==> src/rtl/ucsbece154b_gshare_bp.sv <==
// Branch predictor: tagged direct-mapped BTB plus a PHT of 2-bit counters with a speculative GHR.
// Define BP_GSHARE_EN for gshare indexing (pc XOR GHR); without it the predictor is bimodal and has no GHR.
module ucsbece154b_gshare_bp #(
    parameter int NUM_BTB_ENTRIES = 32,
    parameter int NUM_GHR_BITS    = 5
) (
    input  logic                    clk,
    input  logic                    reset_i,
    input  logic [31:0]             pc_i,
    input  logic                    fetch_en_i,
    output logic                    BranchTaken_o,
    output logic [31:0]             BTBtarget_o,
    output logic [NUM_GHR_BITS-1:0] PHTreadaddress_o,
    input  logic                    upd_en_i,
    input  logic [31:0]             upd_pc_i,
    input  logic [31:0]             upd_target_i,
    input  logic                    upd_is_jump_i,
    input  logic                    upd_taken_i,
    input  logic [NUM_GHR_BITS-1:0] upd_phtaddr_i,
    input  logic                    upd_mispredict_i
);

    localparam int BI    = $clog2(NUM_BTB_ENTRIES);
    localparam int TAG_W = 30 - BI;
    localparam int PHT_N = 1 << NUM_GHR_BITS;

    logic              btb_valid_reg  [NUM_BTB_ENTRIES];
    logic [TAG_W-1:0]  btb_tag_reg    [NUM_BTB_ENTRIES];
    logic [31:0]       btb_target_reg [NUM_BTB_ENTRIES];
    logic              btb_jump_reg   [NUM_BTB_ENTRIES];
    logic [1:0]        pht_reg        [PHT_N];

    logic [BI-1:0]           fetch_idx;
    logic [TAG_W-1:0]        fetch_tag;
    logic [NUM_GHR_BITS-1:0] pht_idx;
    logic                    hit;
    logic                    pred_dir;

    logic [BI-1:0]              upd_idx;
    logic [TAG_W-1:0]           upd_tag;
    logic                       btb_we;
    logic                       pht_we;
    logic [NUM_BTB_ENTRIES-1:0] btb_wsel;
    logic [1:0]                 pht_cur;
    logic [1:0]                 pht_next;

    // Fetch-side lookup is purely combinational; writes land on the edge, so no bypass exists.
    assign fetch_idx = pc_i[BI+1:2];
    assign fetch_tag = pc_i[31:BI+2];
    assign hit       = btb_valid_reg[fetch_idx] && (btb_tag_reg[fetch_idx] == fetch_tag);
    assign pred_dir  = pht_reg[pht_idx][1];

    assign BranchTaken_o    = hit && (btb_jump_reg[fetch_idx] || pred_dir);
    assign BTBtarget_o      = hit ? btb_target_reg[fetch_idx] : 32'd0;
    assign PHTreadaddress_o = pht_idx;

    assign upd_idx = upd_pc_i[BI+1:2];
    assign upd_tag = upd_pc_i[31:BI+2];
    assign btb_we  = upd_en_i && (upd_is_jump_i || upd_taken_i);
    assign pht_we  = upd_en_i && !upd_is_jump_i;
    assign pht_cur = pht_reg[upd_phtaddr_i];

    generate
        for (genvar gi = 0; gi < NUM_BTB_ENTRIES; gi++) begin : g_btb_wsel
            assign btb_wsel[gi] = btb_we && (upd_idx == BI'(gi));
        end
    endgenerate

    always_comb begin
        pht_next = pht_cur;
        if (upd_taken_i) begin
            if (pht_cur != 2'b11) pht_next = pht_cur + 2'b01;
        end else begin
            if (pht_cur != 2'b00) pht_next = pht_cur - 2'b01;
        end
    end

    always_ff @(posedge clk) begin
        if (!reset_i) begin
            for (int i = 0; i < NUM_BTB_ENTRIES; i++) btb_valid_reg[i] <= 1'b0;
        end else begin
            for (int i = 0; i < NUM_BTB_ENTRIES; i++) begin
                if (btb_wsel[i]) btb_valid_reg[i] <= 1'b1;
            end
        end
    end

    // Entry payload carries no reset: a cleared valid bit makes its contents irrelevant.
    always_ff @(posedge clk) begin
        if (reset_i && btb_we) begin
            btb_tag_reg[upd_idx]    <= upd_tag;
            btb_target_reg[upd_idx] <= upd_target_i;
            btb_jump_reg[upd_idx]   <= upd_is_jump_i;
        end
    end

    always_ff @(posedge clk) begin
        if (!reset_i) begin
            for (int i = 0; i < PHT_N; i++) pht_reg[i] <= 2'b01;
        end else if (pht_we) begin
            pht_reg[upd_phtaddr_i] <= pht_next;
        end
    end

`ifdef BP_GSHARE_EN
    logic [NUM_GHR_BITS-1:0] ghr_reg;
    logic [NUM_GHR_BITS-1:0] ghr_next;
    logic                    unused_bits;

    assign pht_idx     = pc_i[NUM_GHR_BITS+1:2] ^ ghr_reg;
    assign unused_bits = ^{pc_i[1:0], upd_pc_i[1:0]};

    // A resolved mispredict flushes history and wins over the speculative shift.
    always_comb begin
        ghr_next = ghr_reg;
        if (upd_en_i && upd_mispredict_i) begin
            ghr_next = '0;
        end else if (fetch_en_i && hit && !btb_jump_reg[fetch_idx]) begin
            ghr_next = {ghr_reg[NUM_GHR_BITS-2:0], pred_dir};
        end
    end

    always_ff @(posedge clk) begin
        if (!reset_i) ghr_reg <= '0;
        else          ghr_reg <= ghr_next;
    end
`else
    logic unused_bits;

    assign pht_idx     = pc_i[NUM_GHR_BITS+1:2];
    assign unused_bits = ^{pc_i[1:0], upd_pc_i[1:0], fetch_en_i, upd_mispredict_i};
`endif

endmodule

==> config.mk <==
export PLATFORM = sky130hd
export DESIGN_NAME = ucsbece154b_gshare_bp
export DESIGN_NICKNAME = d
export VERILOG_FILES = /design/src/rtl/ucsbece154b_gshare_bp.sv
export SDC_FILE = /design/constraint.sdc
export NUM_CORES = 2
export LEC_CHECK = 0
export CELL_PAD_IN_SITES_DETAIL_PLACEMENT = 1
export CELL_PAD_IN_SITES_GLOBAL_PLACEMENT = 2
export CORE_UTILIZATION = 54
export DETAILED_ROUTE_END_ITERATION = 8
export PLACE_DENSITY = 0.95
export SLEW_MARGIN = 20
export SYNTH_ARGS = -nofsm -noshare
export SYNTH_HDL_FRONTEND = slang
export SYNTH_SLANG_ARGS = --single-unit
==> constraint.sdc <==
create_clock -name clk -period 17.5 [get_ports clk]
set_input_delay 1.75 -clock clk [delete_from_list [all_inputs] [get_ports clk]]
set_output_delay 1.75 -clock clk [all_outputs]
set_load 0.05 [all_outputs]
Word level (Yosys, flattened, before mapping)
Memory sizes are Yosys's and may differ from the RTL's.
Index checks and enable logic that the tools add are counted.

operators by class
  reduce and logical (&&, ||, !) cells = 43
  muxes and demuxes = 141
  bitwise logic cells = 32
  equality and inequality tests = 33
  add/sub/neg operators = 2

operator list
  kind                                                                   count
  1-bit 2-to-1 mux                                                       135
  5-bit equality test, second input constant                             16
  5-bit by 4-bit equality test with 1-bit output, second input constant  8
  1-bit logical AND                                                      37
  32-bit 2-to-1 mux                                                      1
  1-bit bitwise OR                                                       32
  25-bit equality test                                                   1
  5-bit by 3-bit equality test with 1-bit output, second input constant  4
  5-bit by 2-bit equality test with 1-bit output, second input constant  2
  2-bit 2-to-1 mux                                                       4
  5-bit by 1-bit equality test with 1-bit output, second input constant  1
  5-bit zero test                                                        1
  5-bit 2-to-1 mux                                                       1
  2-bit by 1-bit adder with 2-bit output, second input constant          1
  1-bit logical OR                                                       2
  2-bit inequality test, second input constant                           1
  2-bit nonzero test                                                     1
  2-bit OR reduction                                                     1
  2-bit by 1-bit subtractor with 2-bit output, second input constant     1
  1-bit zero test                                                        1

word-level totals
  bits of input ports = 108
  RAM bits = 1,952
  bits in registers = 0
  memories kept = 5
  logic and storage cells = 256
  output and inout port bits = 38

memories
  memory          depth  width  read ports  clocked after memory_dff  wr ports  line  source
  btb_target_reg  32     32     1           0                         1         29    logic [31:0] btb_target_reg [NUM_BTB_ENTRIES];
  btb_tag_reg     32     25     1           0                         1         28    logic [TAG_W-1:0] btb_tag_reg [NUM_BTB_ENTRIES];
  pht_reg         32     2      2           0                         32        31    logic [1:0] pht_reg [PHT_N];
  btb_jump_reg    32     1      1           0                         1         30    logic btb_jump_reg [NUM_BTB_ENTRIES];
  btb_valid_reg   32     1      1           0                         32        27    logic btb_valid_reg [NUM_BTB_ENTRIES];

Depth between registers and ports, before layout
  word-level depth = 7
  mapped depth = 16

Worst setup path before layout
OpenSTA, ideal clock, no wires.

  path type = input -> output
  start point = input port pc_i[3]
  end point = output port BTBtarget_o[0]
  setup slack = 9.876 ns
  stages on the path = 13
  required time = 15.750 ns
  data arrival time = 5.874 ns
  path through = buf_2 -> buf_6 -> buf_2 -> buf_2 -> buf_2 -> buf_2 -> mux4_2 -> a22oi_1 -> nand3_1 -> nand2_1 -> xor2_1 -> nand4_2 -> a2111oi_1

between the ends
  longest elaborated chain between the ends = 4
  elaborated cells between the ends (all ways) = 6
  those cells by class = eq/ne: 1; mux: 1; reduce/logical: 1; memory: 3

ends and longest elaborated chain
  element                  line  source
  start, declared          9     input logic [31:0] pc_i,
  memory read 32 x 25 bit  -
  25-bit equality test     50    assign hit = btb_valid_reg[fetch_idx] && (btb_tag_reg[fetch_idx] == fetch_tag);
  1-bit logical AND        50
  32-bit 2-to-1 mux (*)    54    assign BTBtarget_o = hit ? btb_target_reg[fetch_idx] : 32'd0;
  end, declared            12    output logic [31:0] BTBtarget_o,

Mark *: on every way between the ends. The rest lies on a longest branch, timed or not.

Worst setup path in the final report
  start point = input port pc_i[2]
  end point = output port BTBtarget_o[6]

The elaborated chain is that of the path after synthesis.

==> metrics.md <==
| Metric | Value |
|---|---|
| Status | `completed` |
| Hold WC Path Type | `flop to flop` |
| DRC | `0` |
| Max reg flops | `roughly 1000` |
| HP Start | `btb_valid_reg[10]` |
| Num CTS Buffers | `about 190` |
| Area growth from synthesis to layout | `12.9%` |
| Path depth of the worst reg2reg path | `6` |
| # fillers | `about 11000` |
| Detailed Route WL | `between 200000 and 300000 um` |
| Synth area leaders | `edfxtp_1 76%, mux4_2 15%, mux2i_1 1.0%, nand2_1 0.71%, a2111oi_2 0.59%` |
| Reg-to-Reg End | `pht_reg[18][0]` |
| Int Pwr | `between 7 and 8 mW` |
| Max-cap viol count | `0` |
| Main synth FF type | `edfxtp_1` |
| Worst-skew pair later-pin latency | `between 800 and 900 ps` |
| Dpl ws | `between 6000 and 7000 ps` |
| Initial core utilization | `0.546` |
| Most common cell in the synthesized netlist | `edfxtp_1` |
| Top cell type by total area after synthesis | `edfxtp_1` |
| Routed vias/inst | `7.32` |
| Number of synthesized flops with an enable pin | `between 1500 and 2000` |
| Post-synthesis sequential area ratio | `0.766` |
| Boundary Pins | `146` |
| Hold endpoint | `btb_valid_reg[10]` |
| DR vias | `between 40000 and 50000` |
| Congestion Overflow GR | `0` |
| Clk slew on worst S/H paths | `approximately 80 ps` |
| CP delay by family, top | `buffers and inverters` |
| FF-to-FF setup slack | `~14000 ps` |
| CP max FO | `around 120` |
| Antenna Nets Post-Route | `0` |
| Worst Path Required | `between 15000 and 20000 ps` |
| Max_slew headroom | `0.113` |
| Asr flop ratio synth | `0` |
| Synth Register Bits | `1952` |
| Routability cong. | `approximately 0.78` |
| CP peak stage delay | `roughly 950 ps` |
| Final WS setup | `about 6500 ps` |
| Synth warn | `0` |
| Met3 Usage GRT | `0.0756` |
| Register area | `approximately 58000 um2` |
| CP Launch Type | `input pin` |
| Clock Tree Buf Depth | `3` |
| Worst slew pin tran | `about 1300 ps` |
| Clock sinks | `around 2000` |
| Detail Placement HPWL | `~110000 um` |
| Period utilization | `0.627` |
| Syn Std Cell Area | `about 76000 um2` |
| Max stage delay cell, worst path | `clkdlybuf4s50_1` |
| Crit path kind | `input pin to primary output` |
| Area of the die | `around 140000 um2` |
| Post-CTS setup buffer count | `0` |
| Grt met1 use | `0.434` |
| Register share of total power | `0.518` |
| DR WL/cell | `~44 um` |
| Hold depth | `1` |
| CTS tree | `yes` |
| Initial antenna violation count | `15` |
| Max IR drop VDD | `0.000121 V` |
| CP cell instances | `buf_8, buf_4, buf_12, buf_16, buf_12, mux4_2, mux4_2, mux2i_1, xor2_1, nand4_4, buf_4, a2111oi_2, clkdlybuf4s50_1` |
| Drt pass-1 iters | `6` |
| Gate power share | `0.052` |
| Lkg Pwr | `about 27 nW` |
| Pwr Density | `between 100 and 150 nW/um2` |
| GR Util All Layers | `0.343` |
| Busiest grt layer | `met2` |
| Nets@finish | `3757` |
| Layout cells sized above 1 | `0.258` |
| # resized after CTS | `0` |
| Cells after Synth | `~3400` |
| Avg Cell Area, Syn | `22.1 um2` |
| Initial DRC count | `7819` |
| Setup TNS | `0 ps` |
| Setup crit end kind | `primary output` |
| Achievable Freq | `about 0.091 GHz` |
| H-Tree Depth | `4` |
| Buf/Inv on CP | `7` |
| Core Footprint | `between 100000 and 150000 um2` |
| Switching share of power | `0.232` |
| Die extent in x | `around 380 um` |
| Vias in the first global route | `between 40000 and 50000` |
| Max Clock Skew | `about 74 ps` |
| Sw power | `around 2.3 mW` |
| CP arrival | `roughly 9200 ps` |
| First-pass GRT wire length | `roughly 340000 um` |
| Slew Limit Fails | `0` |
| Clock Power Share | `0.431` |
| Mapped Nets | `roughly 3600` |
| Area of the multi-input gates | `17000 um2` |
| Setup violators final | `0` |
| I/O Buffers | `approximately 140` |
| Commonest cells post-synth | `1935 x edfxtp_1, 514 x mux4_2, 144 x nand2_1, 97 x nor2_1, 83 x buf_2` |
| Die height | `378 um` |
| Origin of the critical flop-to-flop path | `pht_reg[19][1]` |
| Largest net degree at the start of global routing | `160` |
| Met2 usage | `0.553` |
| Synth top area share | `0.761` |
| Unrepaired setup endpoints after global routing | `no` |
| Synth cell types | `around 70` |
| Final Hold Fails | `0` |
| Min Tclk post-route | `10970 ps` |
| CTS Hold Buffers Added | `0` |
| Clock tree root buffer cell | `clkbuf_16` |
| CP Depth | `13` |
| Site Rows | `about 140` |
kinds of logic after synthesis:
logic type | share of synthesized area
muxes | 0.169
adders and majority gates | 0.000262
and+or+nand+nor | 0.0245
buffers and inverters | 0.0151
xor gates and xnor gates | 0.00310
AOI/OAI and AO/OA | 0.0228
DFF | 0.766
worst max-delay path by stage:
| stage | start | endpoint | slack [ps] |
|---|---|---|---|
| after global routing | pc_i[2] | BTBtarget_o[6] | 6220 |
| after floorplan | pc_i[3] | BTBtarget_o[0] | 9880 |
| after global placement | pc_i[2] | BTBtarget_o[6] | 6980 |
| after detailed placement | pc_i[2] | BTBtarget_o[6] | 6770 |
| after CTS | pc_i[2] | BTBtarget_o[6] | 6650 |
| final | pc_i[2] | BTBtarget_o[6] | 6530 |
power groups by stage:
| stage | sequential [mW] | combinational, mW | clock (mW) |
|---|---|---|---|
| floorplan | 5.28 | 0.294 | 0 |
| global placement | 5.28 | 0.456 | 0 |
| detailed placement | 5.28 | 0.480 | 0 |
| CTS | 5.19 | 0.502 | 4.27 |
| global route | 5.19 | 0.529 | 4.41 |
| finish | 5.19 | 0.518 | 4.31 |
final cells by class:
class / count / share of cell area
diodes: 15 / 0.000436
clock buffers: 222 / 0.0557
clock inverters: 122 / 0.0162
inverters: 8 / 0.000421
multi-input cells: 1280 / 0.197
flip-flops and latches: 1952 / 0.678
well taps: 1876 / 0.0272
repair buffers: 222 / 0.0247
placed cells by master, fill, tap and decap left out, types with 24 or more instances in the layout:
| master | n |
|---|---|
| mux4_2 | 514 |
| nand2_1 | 144 |
| nor2_1 | 65 |
| mux2i_1 | 80 |
| nand3_1 | 25 |
| edfxtp_1 | 1935 |
| nor3_1 | 54 |
| clkinv_2 | 29 |
| clkdlybuf4s50_1 | 123 |
| clkbuf_1 | 35 |
| bufinv_16 | 24 |
| o21ai_0 | 57 |
| a2111oi_2 | 30 |
| nor2_4 | 31 |
| a21oi_1 | 28 |
| clkbuf_16 | 186 |
| buf_4 | 72 |
| clkinv_1 | 43 |
layer usage:
metal / vias to the layer above / wire length [um]
li1: 15000 / -
met1: 21300 / 80100
met2: 4414 / 120000
met3: 986 / 33000
met4: 6 / 16700
met5: - / 38
per-stage QoR:
| step | cells | util | hold slack [ps] | instance area, um2 | total power, mW |
|---|---|---|---|---|---|
| after floorplan | 3449 | - | 421 | 76300 | 5.57 |
| after global placement | 5332 | 0.571 | 428 | 79800 | 5.73 |
| after detailed placement | 5332 | 0.571 | 446 | 79800 | 5.76 |
| after CTS | 5676 | 0.615 | 469 | 86000 | 9.95 |
| after global routing | 5690 | 0.616 | 517 | 86200 | 10.1 |
| final | 5697 | 0.616 | 504 | 86200 | 10.0 |
No activity file was read; power rests on OpenSTA's default activity.
